[config.mk]
export PLATFORM = sky130hd
export DESIGN_NAME = io_dir_router
export DESIGN_NICKNAME = d
export VERILOG_FILES = /design/src/rtl/io_dir_router.sv
export SDC_FILE = /design/constraint.sdc
export NUM_CORES = 1
export LEC_CHECK = 0
export CAP_MARGIN = 15
export CORE_ASPECT_RATIO = 0.6
export CORE_MARGIN = 4
export CORE_UTILIZATION = 40
export DETAILED_ROUTE_END_ITERATION = 6
export PLACE_DENSITY = 0.77
export SLEW_MARGIN = 25
export SYNTH_ARGS = -nofsm -noshare
export SYNTH_HDL_FRONTEND = slang
export SYNTH_SLANG_ARGS = --single-unit
[constraint.sdc]
create_clock -name clk -period 1.6 [get_ports clk]
set_input_delay 0.4 -clock clk [delete_from_list [all_inputs] [get_ports clk]]
set_output_delay 0.4 -clock clk [all_outputs]
set_load 0.01 [all_outputs]
[src/rtl/io_dir_router.sv]
// Bidirectional pad router: a held ctrl pattern switches the uio pads between listen and drive, with a tri-stated turnaround between them.
// Optional feature: define TURN_COUNT_EN to count completed LISTEN->DRIVE entries on turn_count.
module io_dir_router #(
    parameter int            W        = 8,
    parameter int            CW       = 4,
    parameter logic [CW-1:0] MATCH    = 4'hF,
    parameter int            HOLD_CYC = 4,
    parameter int            DEAD_CYC = 2
) (
    input  logic          clk,
    input  logic          rst,
    input  logic          ena,
    input  logic [CW-1:0] ctrl,
    input  logic [W-1:0]  din,
    input  logic [W-1:0]  pad_in,
    output logic [W-1:0]  pad_out,
    output logic [W-1:0]  pad_oe,
    output logic [W-1:0]  dout,
    output logic          drive_active,
    output logic          busy,
    output logic [7:0]    turn_count
);

    localparam int HW = $clog2(HOLD_CYC + 1);
    localparam int DW = $clog2(DEAD_CYC + 1);
    localparam logic [HW-1:0] HOLD_MAX  = HW'(HOLD_CYC);
    localparam logic [DW-1:0] DEAD_INIT = DW'(DEAD_CYC - 1);

    typedef enum logic [1:0] {
        LISTEN   = 2'd0,
        TURN_ON  = 2'd1,
        DRIVE    = 2'd2,
        TURN_OFF = 2'd3
    } state_t;

    state_t        state;
    logic [HW-1:0] hold_cnt;
    logic [DW-1:0] dead_cnt;
    logic          req;

    // req comes straight from the register so a single glitchy ctrl sample can never start a turn
    always_comb begin
        req = (hold_cnt == HOLD_MAX);
    end

    always_ff @(posedge clk) begin
        if (rst) begin
            hold_cnt <= '0;
        end else if (ena) begin
            if (ctrl != MATCH)
                hold_cnt <= '0;
            else if (hold_cnt != HOLD_MAX)
                hold_cnt <= hold_cnt + HW'(1);
        end
    end

    // Outputs are decoded from the next state, so every registered output lines up with state
    always_ff @(posedge clk) begin
        if (rst) begin
            state        <= LISTEN;
            dead_cnt     <= '0;
            pad_out      <= '0;
            pad_oe       <= '0;
            dout         <= '0;
            drive_active <= 1'b0;
            busy         <= 1'b0;
`ifdef TURN_COUNT_EN
            turn_count   <= 8'h00;
`endif
        end else if (ena) begin
            pad_out      <= '0;
            pad_oe       <= '0;
            dout         <= '0;
            drive_active <= 1'b0;
            busy         <= 1'b0;
            case (state)
                LISTEN: begin
                    if (req) begin
                        state    <= TURN_ON;
                        dead_cnt <= DEAD_INIT;
                        busy     <= 1'b1;
                    end else begin
                        dout <= pad_in;
                    end
                end
                TURN_ON: begin
                    if (dead_cnt != '0) begin
                        dead_cnt <= dead_cnt - DW'(1);
                        busy     <= 1'b1;
                    end else if (req) begin
                        state        <= DRIVE;
                        pad_oe       <= '1;
                        pad_out      <= din;
                        dout         <= din;
                        drive_active <= 1'b1;
`ifdef TURN_COUNT_EN
                        if (turn_count != 8'hFF)
                            turn_count <= turn_count + 8'd1;
`endif
                    end else begin
                        state <= LISTEN;
                        dout  <= pad_in;
                    end
                end
                DRIVE: begin
                    if (!req) begin
                        state    <= TURN_OFF;
                        dead_cnt <= DEAD_INIT;
                        busy     <= 1'b1;
                    end else begin
                        pad_oe       <= '1;
                        pad_out      <= din;
                        dout         <= din;
                        drive_active <= 1'b1;
                    end
                end
                TURN_OFF: begin
                    // req is deliberately ignored until the pads have been quiet for the full turnaround
                    if (dead_cnt != '0) begin
                        dead_cnt <= dead_cnt - DW'(1);
                        busy     <= 1'b1;
                    end else begin
                        state <= LISTEN;
                        dout  <= pad_in;
                    end
                end
                default: begin
                    state    <= LISTEN;
                    dead_cnt <= '0;
                end
            endcase
        end
    end

`ifndef TURN_COUNT_EN
    assign turn_count = 8'h00;
`endif

endmodule
==> flow_summary.json, run 1 <==
{
  "synth-seq-cells": 25,
  "p_total_mw": 1.24,
  "worstMarginPinSlew_ns": 0.523,
  "path_cells": "clkdlybuf4s50_1",
  "crit_fanout": 2,
  "fin_crit_sh_pct": 96.8,
  "start_util_pct": 44.0,
  "final_nets": 250,
  "antenna_found_initial": 0,
  "timing.fmax_mhz": 646,
  "rows": 16,
  "cts_tree": "built",
  "async_flop_share_pct": 0,
  "hold_ws_ns": 0.480,
  "synth.yosys.seq_area_share_pct": 33.2,
  "wirelength_um": 4130,
  "cpLargestDelayFamily": "buffers and inverters",
  "start_kind": "register",
  "port_buffers": 48,
  "setup_viol": 0,
  "synth_commonest_cells": "dfxtp_1, buf_4, o21ai_0",
  "die-area_um2": 4840,
  "dr.pass1.iters": 4,
  "cap_violations": 0,
  "cts_buffers": 3,
  "rsz0062_at_grt": "no",
  "synth_cell_types": 37,
  "power_leakage_nw": 0.886,
  "dp_cells": 260,
  "post-route-drc-count": 0,
  "synthCells": 175,
  "grt_overflow": 0,
  "relSlewSlack_pct": 65.0,
  "cts-root-buf": "clkbuf_8",
  "gp_congestion": 0.849,
  "final-instance-count-excl-fill": 264,
  "reg2reg_slack_ns": 0.08,
  "synthFlopType": "dfxtp_1",
  "synth_most_common_cell": "dfxtp_1",
  "ir_drop_mv": 0.311,
  "hp-start": "pad_out[1]",
  "hold_violations": 0,
  "synthTopCellsByArea": "dfxtp_1, buf_4, o221ai_2",
  "crit_required_ns": 1.20,
  "hpwl_um": 3100,
  "vias": 1386,
  "drt_iter0_drc": 53,
  "first_global_vias": 1270,
  "grt_pass1_wl_um": 6250,
  "clock_skew_ns": 0.00318,
  "crit_type": "register to output pin",
  "slew_violations": 0,
  "yosys_warnings": 0,
  "die_x_um": 87.2,
  "cts.sinks": 25,
  "netlist_area_um2": 1510,
  "grt_start_max_net_pins": 22,
  "cts_max_level": 1,
  "core_area_um2": 3420,
  "viasPerCell": 5.25,
  "power_density_nw_per_um2": 594,
  "wl_per_cell_um": 15.6,
  "cpMaxStageDelayCell": "clkdlybuf4s50_1",
  "r2r_cells": 7,
  "outcome": "complete, no violations",
  "syn_avg_cell_area_um2": 8.61,
  "cts_setup_buffers": 0,
  "dieHeight_um": 55.5,
  "worstSkewPairLatency_ns": 0.27,
  "min_path_cells": 2,
  "min_to": "pad_out[1]",
  "synthDominantCellAreaShare_pct": 33.2,
  "multi_input_area_um2": 863,
  "n_antenna_cell": 0,
  "cp.buffers_inverters": 1,
  "ios": 57,
  "path_clk_slew_ns": 0.09,
  "cp-end-kind": "output pin",
  "seqCellArea_um2": 509,
  "clock_path_buffers": 2,
  "nFillCells": 294,
  "synth_edf_count": 0,
  "drive_above_1_share_pct": 19.2,
  "regToRegStartpoint": "hold_cnt[0]",
  "yosys.area.top_type": "dfxtp_1",
  "ant_nets": 0,
  "grt.total_usage_pct": 16.2,
  "hold_path_class": "register to register",
  "syn2layout_area_growth_pct": 38.6,
  "period_needed_ns": 1.55,
  "max_stage_delay_ns": 0.54,
  "worstPathArrival_ns": 1.15,
  "reg2reg_to": "dout[6]"
}
[final cells by class]
class	count	area share [%]
Clock inverter	1	0.359
Inverter	9	1.62
Multi-Input combinational cell	121	41.3
Clock buffer	3	1.98
Sequential cell	25	24.4
Timing Repair Buffer	60	27.6
Tap cell	45	2.70
[state kept, by name, summed over array words and instances (netlist names), named ones only]
signal and cells:
pad_oe 1, hold_cnt 3, busy 1, dout 8
state 1, pad_out 8, dead_cnt 2
[what timing repair did]
item                       in CTS  in global routing
setup endpoints to repair      33                 25
pin swaps                       0                  3
hold buffers                    0                  0
gates resized for setup        20                 18
[report_power, final]
part,internal (mW),switching (mW),total (mW)
logic,0.105,0.0931,0.199
clock network,0.177,0.211,0.387
registers,0.638,0.0158,0.654
total,0.921,0.320,1.24
[logic make-up after synthesis]
logic type / synth area share [%]
AOI/OAI and AO/OA: 28.1
and+or+nand+nor: 16.8
buffers and inverters: 14.6
DFF: 33.2
adders and majority gates: 5.81
other: 0.249
xor gates and xnor gates: 0.582
muxes: 0.664
[layer usage]
metal / GRT usage [%] / vias up / wire [um]
met2: 24.0 / 55 / 1880
met5: 0 / - / 0
li1: - / 698 / -
met4: 2.19 / 0 / 15
met3: 4.16 / 2 / 331
met1: 24.0 / 631 / 1900
[worst max path at each step]
stage,startpoint,endpoint,slack (ns),cells after the start
2_1_floorplan,state[0],pad_oe[6],0.08,8
3_3_place_gp,rst,dout[0],-0.13,4
3_5_place_dp,rst,dout[0],-0.19,4
4_1_cts,dout[1],dout[1],0.0001,1
5_1_grt,pad_out[2],pad_out[2],0.001,1
6_report,pad_out[6],pad_out[6],0.05,1
[cells in the final DEF, fill, tap and decap left out, drive strengths merged, types with 2 or more instances in the layout]
| master | instances |
|---|---|
| clkbuf | 3 |
| a32oi | 8 |
| o21ai | 17 |
| inv | 9 |
| o211ai | 2 |
| dlymetal6s2s | 5 |
| buf | 12 |
| ha | 7 |
| nor2 | 4 |
| nand4 | 3 |
| and2 | 3 |
| dfxtp | 25 |
| dlygate4sd2 | 15 |
| a21oi | 12 |
| nand2 | 12 |
| o221ai | 8 |
| o31ai | 2 |
| clkdlybuf4s50 | 28 |
| nand3 | 12 |
| nand2b | 8 |
| conb | 8 |
[through the flow]
stage                     setup TNS (ns)  utilization [%]  instance area (um2)  setup slack [ns]
after floorplan                        0                -                 1530            0.0782
after global placement             -1.36             58.0                 1990            -0.130
after detailed placement           -1.70             58.0                 1990            -0.190
after CTS                              0             59.2                 2030          0.000120
after global routing                   0             61.0                 2090          0.000977
final                                  0             61.0                 2090            0.0519
(Power assumes the default switching activity.)
==> run 2: changes to the inputs <==
CTS_CLUSTER_DIAMETER = 80   (was unset)
==> results of run 2 <==
No change in the layout: final DEF, timing and power equal those of run 1.
==> run 3: changes to the inputs <==
MAX_ROUTING_LAYER = met4   (was unset)
RECOVER_POWER = 25   (was unset)
SETUP_SLACK_MARGIN = 0.05   (was unset)
==> run 3 against run 2 <==
  * Combinational power hardly changed
  * Die area is the same
  * Largest cell class unchanged
  * Clock skew is 0.0019 ns lower
  * Fmax is 0.89% higher
  * Hold slack lost 0.0045 ns
  * Cell count rose by 0.38%
  * Wire length increased by 2.3%
  * Via count decreased by 0.22%
  * Sequential power barely moved
  * Critical path depth grew 5
  * Flip-flop and latch count unchanged
==> flow_summary.json, run 3 (same netlist as run 1, synthesis figures left out) <==
{
  "layout_common_cells": "dlygate4sd2_1, clkdlybuf4s50_1, dfxtp_1",
  "vias": 1383,
  "final_util_pct": 61.4,
  "worstSkewPairLatency_ns": 0.27,
  "wirelength_met1_um": 1970,
  "hold_path_class": "register to register",
  "viasPerCell": 5.22,
  "die-area_um2": 4840,
  "cpLargestDelayFamily": "flip-flops",
  "period_needed_ns": 1.53,
  "detailed_place.area_um2": 1990,
  "cts_buffers": 3,
  "crit_required_ns": 1.80,
  "die_x_um": 87.2,
  "dieHeight_um": 55.5,
  "intPower_mw": 0.918,
  "largestRegisters": "dout x8, pad_out x8, hold_cnt x3",
  "wl_met2_um": 1970,
  "cap_violations": 0,
  "rows": 16,
  "first_global_vias": 1291,
  "maxUsedRoutingLayer": "met4",
  "rsz0062_at_grt": "yes",
  "swShare_pct": 26.2,
  "n_antenna_cell": 0,
  "fin_crit_sh_pct": 95.9,
  "pwr-share-seq_pct": 52.5,
  "p_switching_mw": 0.325,
  "ios": 57,
  "grt_pass1_wl_um": 6320,
  "setup_viol": 0,
  "power_leakage_nw": 0.844,
  "port_buffers": 48,
  "ant_nets": 0,
  "hpwl_um": 3100,
  "stdcell_area_um2": 2100,
  "ctsHoldBuffers": 0,
  "wl_met3_um": 256,
  "gp_congestion": 0.863,
  "cp-end-kind": "register",
  "clock_skew_ns": 0.00131,
  "final_nets": 251,
  "wl_per_cell_um": 15.9,
  "drive_above_1_share_pct": 21.4,
  "finalSetupTns_ns": 0,
  "crit_fanout": 9,
  "drt_iter0_drc": 53,
  "syn2layout_area_growth_pct": 39.6,
  "cp.buffers_inverters": 1,
  "p_clk_share_pct": 31.4,
  "timing.fmax_mhz": 652,
  "cts_max_level": 1,
  "start_kind": "register",
  "dr.pass1.iters": 4,
  "slew_violations": 0,
  "core_area_um2": 3420,
  "max_stage_delay_ns": 0.37,
  "grt.total_usage_pct": 16.7,
  "path_cells": "inv_2 > ha_2 > a21o_1 > and3_4 > nand3_1 > a21oi_1",
  "path_clk_slew_ns": 0.09,
  "outcome": "complete, no violations",
  "hold_violations": 0,
  "grt_overflow": 0,
  "grt_start_max_net_pins": 22,
  "antenna_found_initial": 0,
  "start_util_pct": 44.0,
  "worstPathArrival_ns": 1.73,
  "cts.sinks": 25,
  "final_common_cell": "dlygate4sd2_1",
  "p_comb_share_pct": 16.1,
  "wirelength_um": 4220,
  "power_density_nw_per_um2": 591,
  "ir_drop_mv": 0.313,
  "post-route-drc-count": 0,
  "cts_tree": "built",
  "clock_path_buffers": 2,
  "cpMaxStageDelayCell": "dfxtp_4",
  "nFillCells": 304,
  "crit_type": "register to register",
  "cts-root-buf": "clkbuf_8"
}
[run 3: cell types whose count changed in the layout (fill, tap and decap cells not counted), sizes merged]
cell	before	now
clkdlybuf4s50	28	22
dlygate4sd2	15	24
clkdlybuf4s25	0	2
dlymetal6s2s	5	0
buf	12	13
[run 3: power groups by stage]
stage                     clock network (mW)  logic, mW  registers, mW
after floorplan                            0     0.0935          0.675
after global placement                     0      0.202          0.670
after detailed placement                   0      0.204          0.670
after CTS                              0.396      0.195          0.654
after global routing                   0.427      0.216          0.656
final                                  0.391      0.200          0.653
[run 3: cell type report]
type | count | area, um2 | area share [%]
Multi-Input combinational cell | 121 | 892 | 42.4
Timing Repair Buffer | 61 | 561 | 26.7
Sequential cell | 25 | 512 | 24.3
Tap cell | 45 | 56.3 | 2.68
Clock buffer | 3 | 41.3 | 1.96
Inverter | 9 | 33.8 | 1.61
Clock inverter | 1 | 7.51 | 0.357
[run 3: final timing paths]
kind              depth (start not counted)  slack, ns  startpoint    endpoint
setup / recovery                          6       0.07    state[0]  pad_out[0]
hold / removal                            2       0.48  pad_out[3]  pad_out[3]
setup reg to reg                          6       0.07    state[0]  pad_out[0]
hold reg to reg                           2       0.48  pad_out[3]  pad_out[3]
[run 3: metrics by stage]
step	worst slack (ns)	power [mW]	instances	hold slack [ns]
5_1_grt	0.0105	1.30	265	0.491
3_3_place_gp	-0.130	0.872	260	0.462
6_report	0.0655	1.24	265	0.475
3_5_place_dp	-0.190	0.874	260	0.467
2_1_floorplan	0.0782	0.769	182	0.453
4_1_cts	0.0504	1.24	264	0.479
[run 3: metal layers]
metal | up-vias | track usage (%)
met1 | 627 | 24.1
met3 | 4 | 3.86
met2 | 53 | 24.4
li1 | 699 | -
met4 | 0 | 2.19
met5 | - | -
[run 3: worst register-to-register path, stage by stage (launching register included)]
cell     delay [ns]
dfxtp_4        0.37
inv_2          0.12
ha_2           0.25
a21o_1         0.17
and3_4         0.28
nand3_1        0.10
a21oi_1        0.17
[run 3: timing repair]
item | CTS | global route
gates cloned | 0 | 0
pin swaps | 0 | 3
resized for setup | 34 | 19
setup endpoints to repair | 43 | 24
setup buffers | 0 | 1
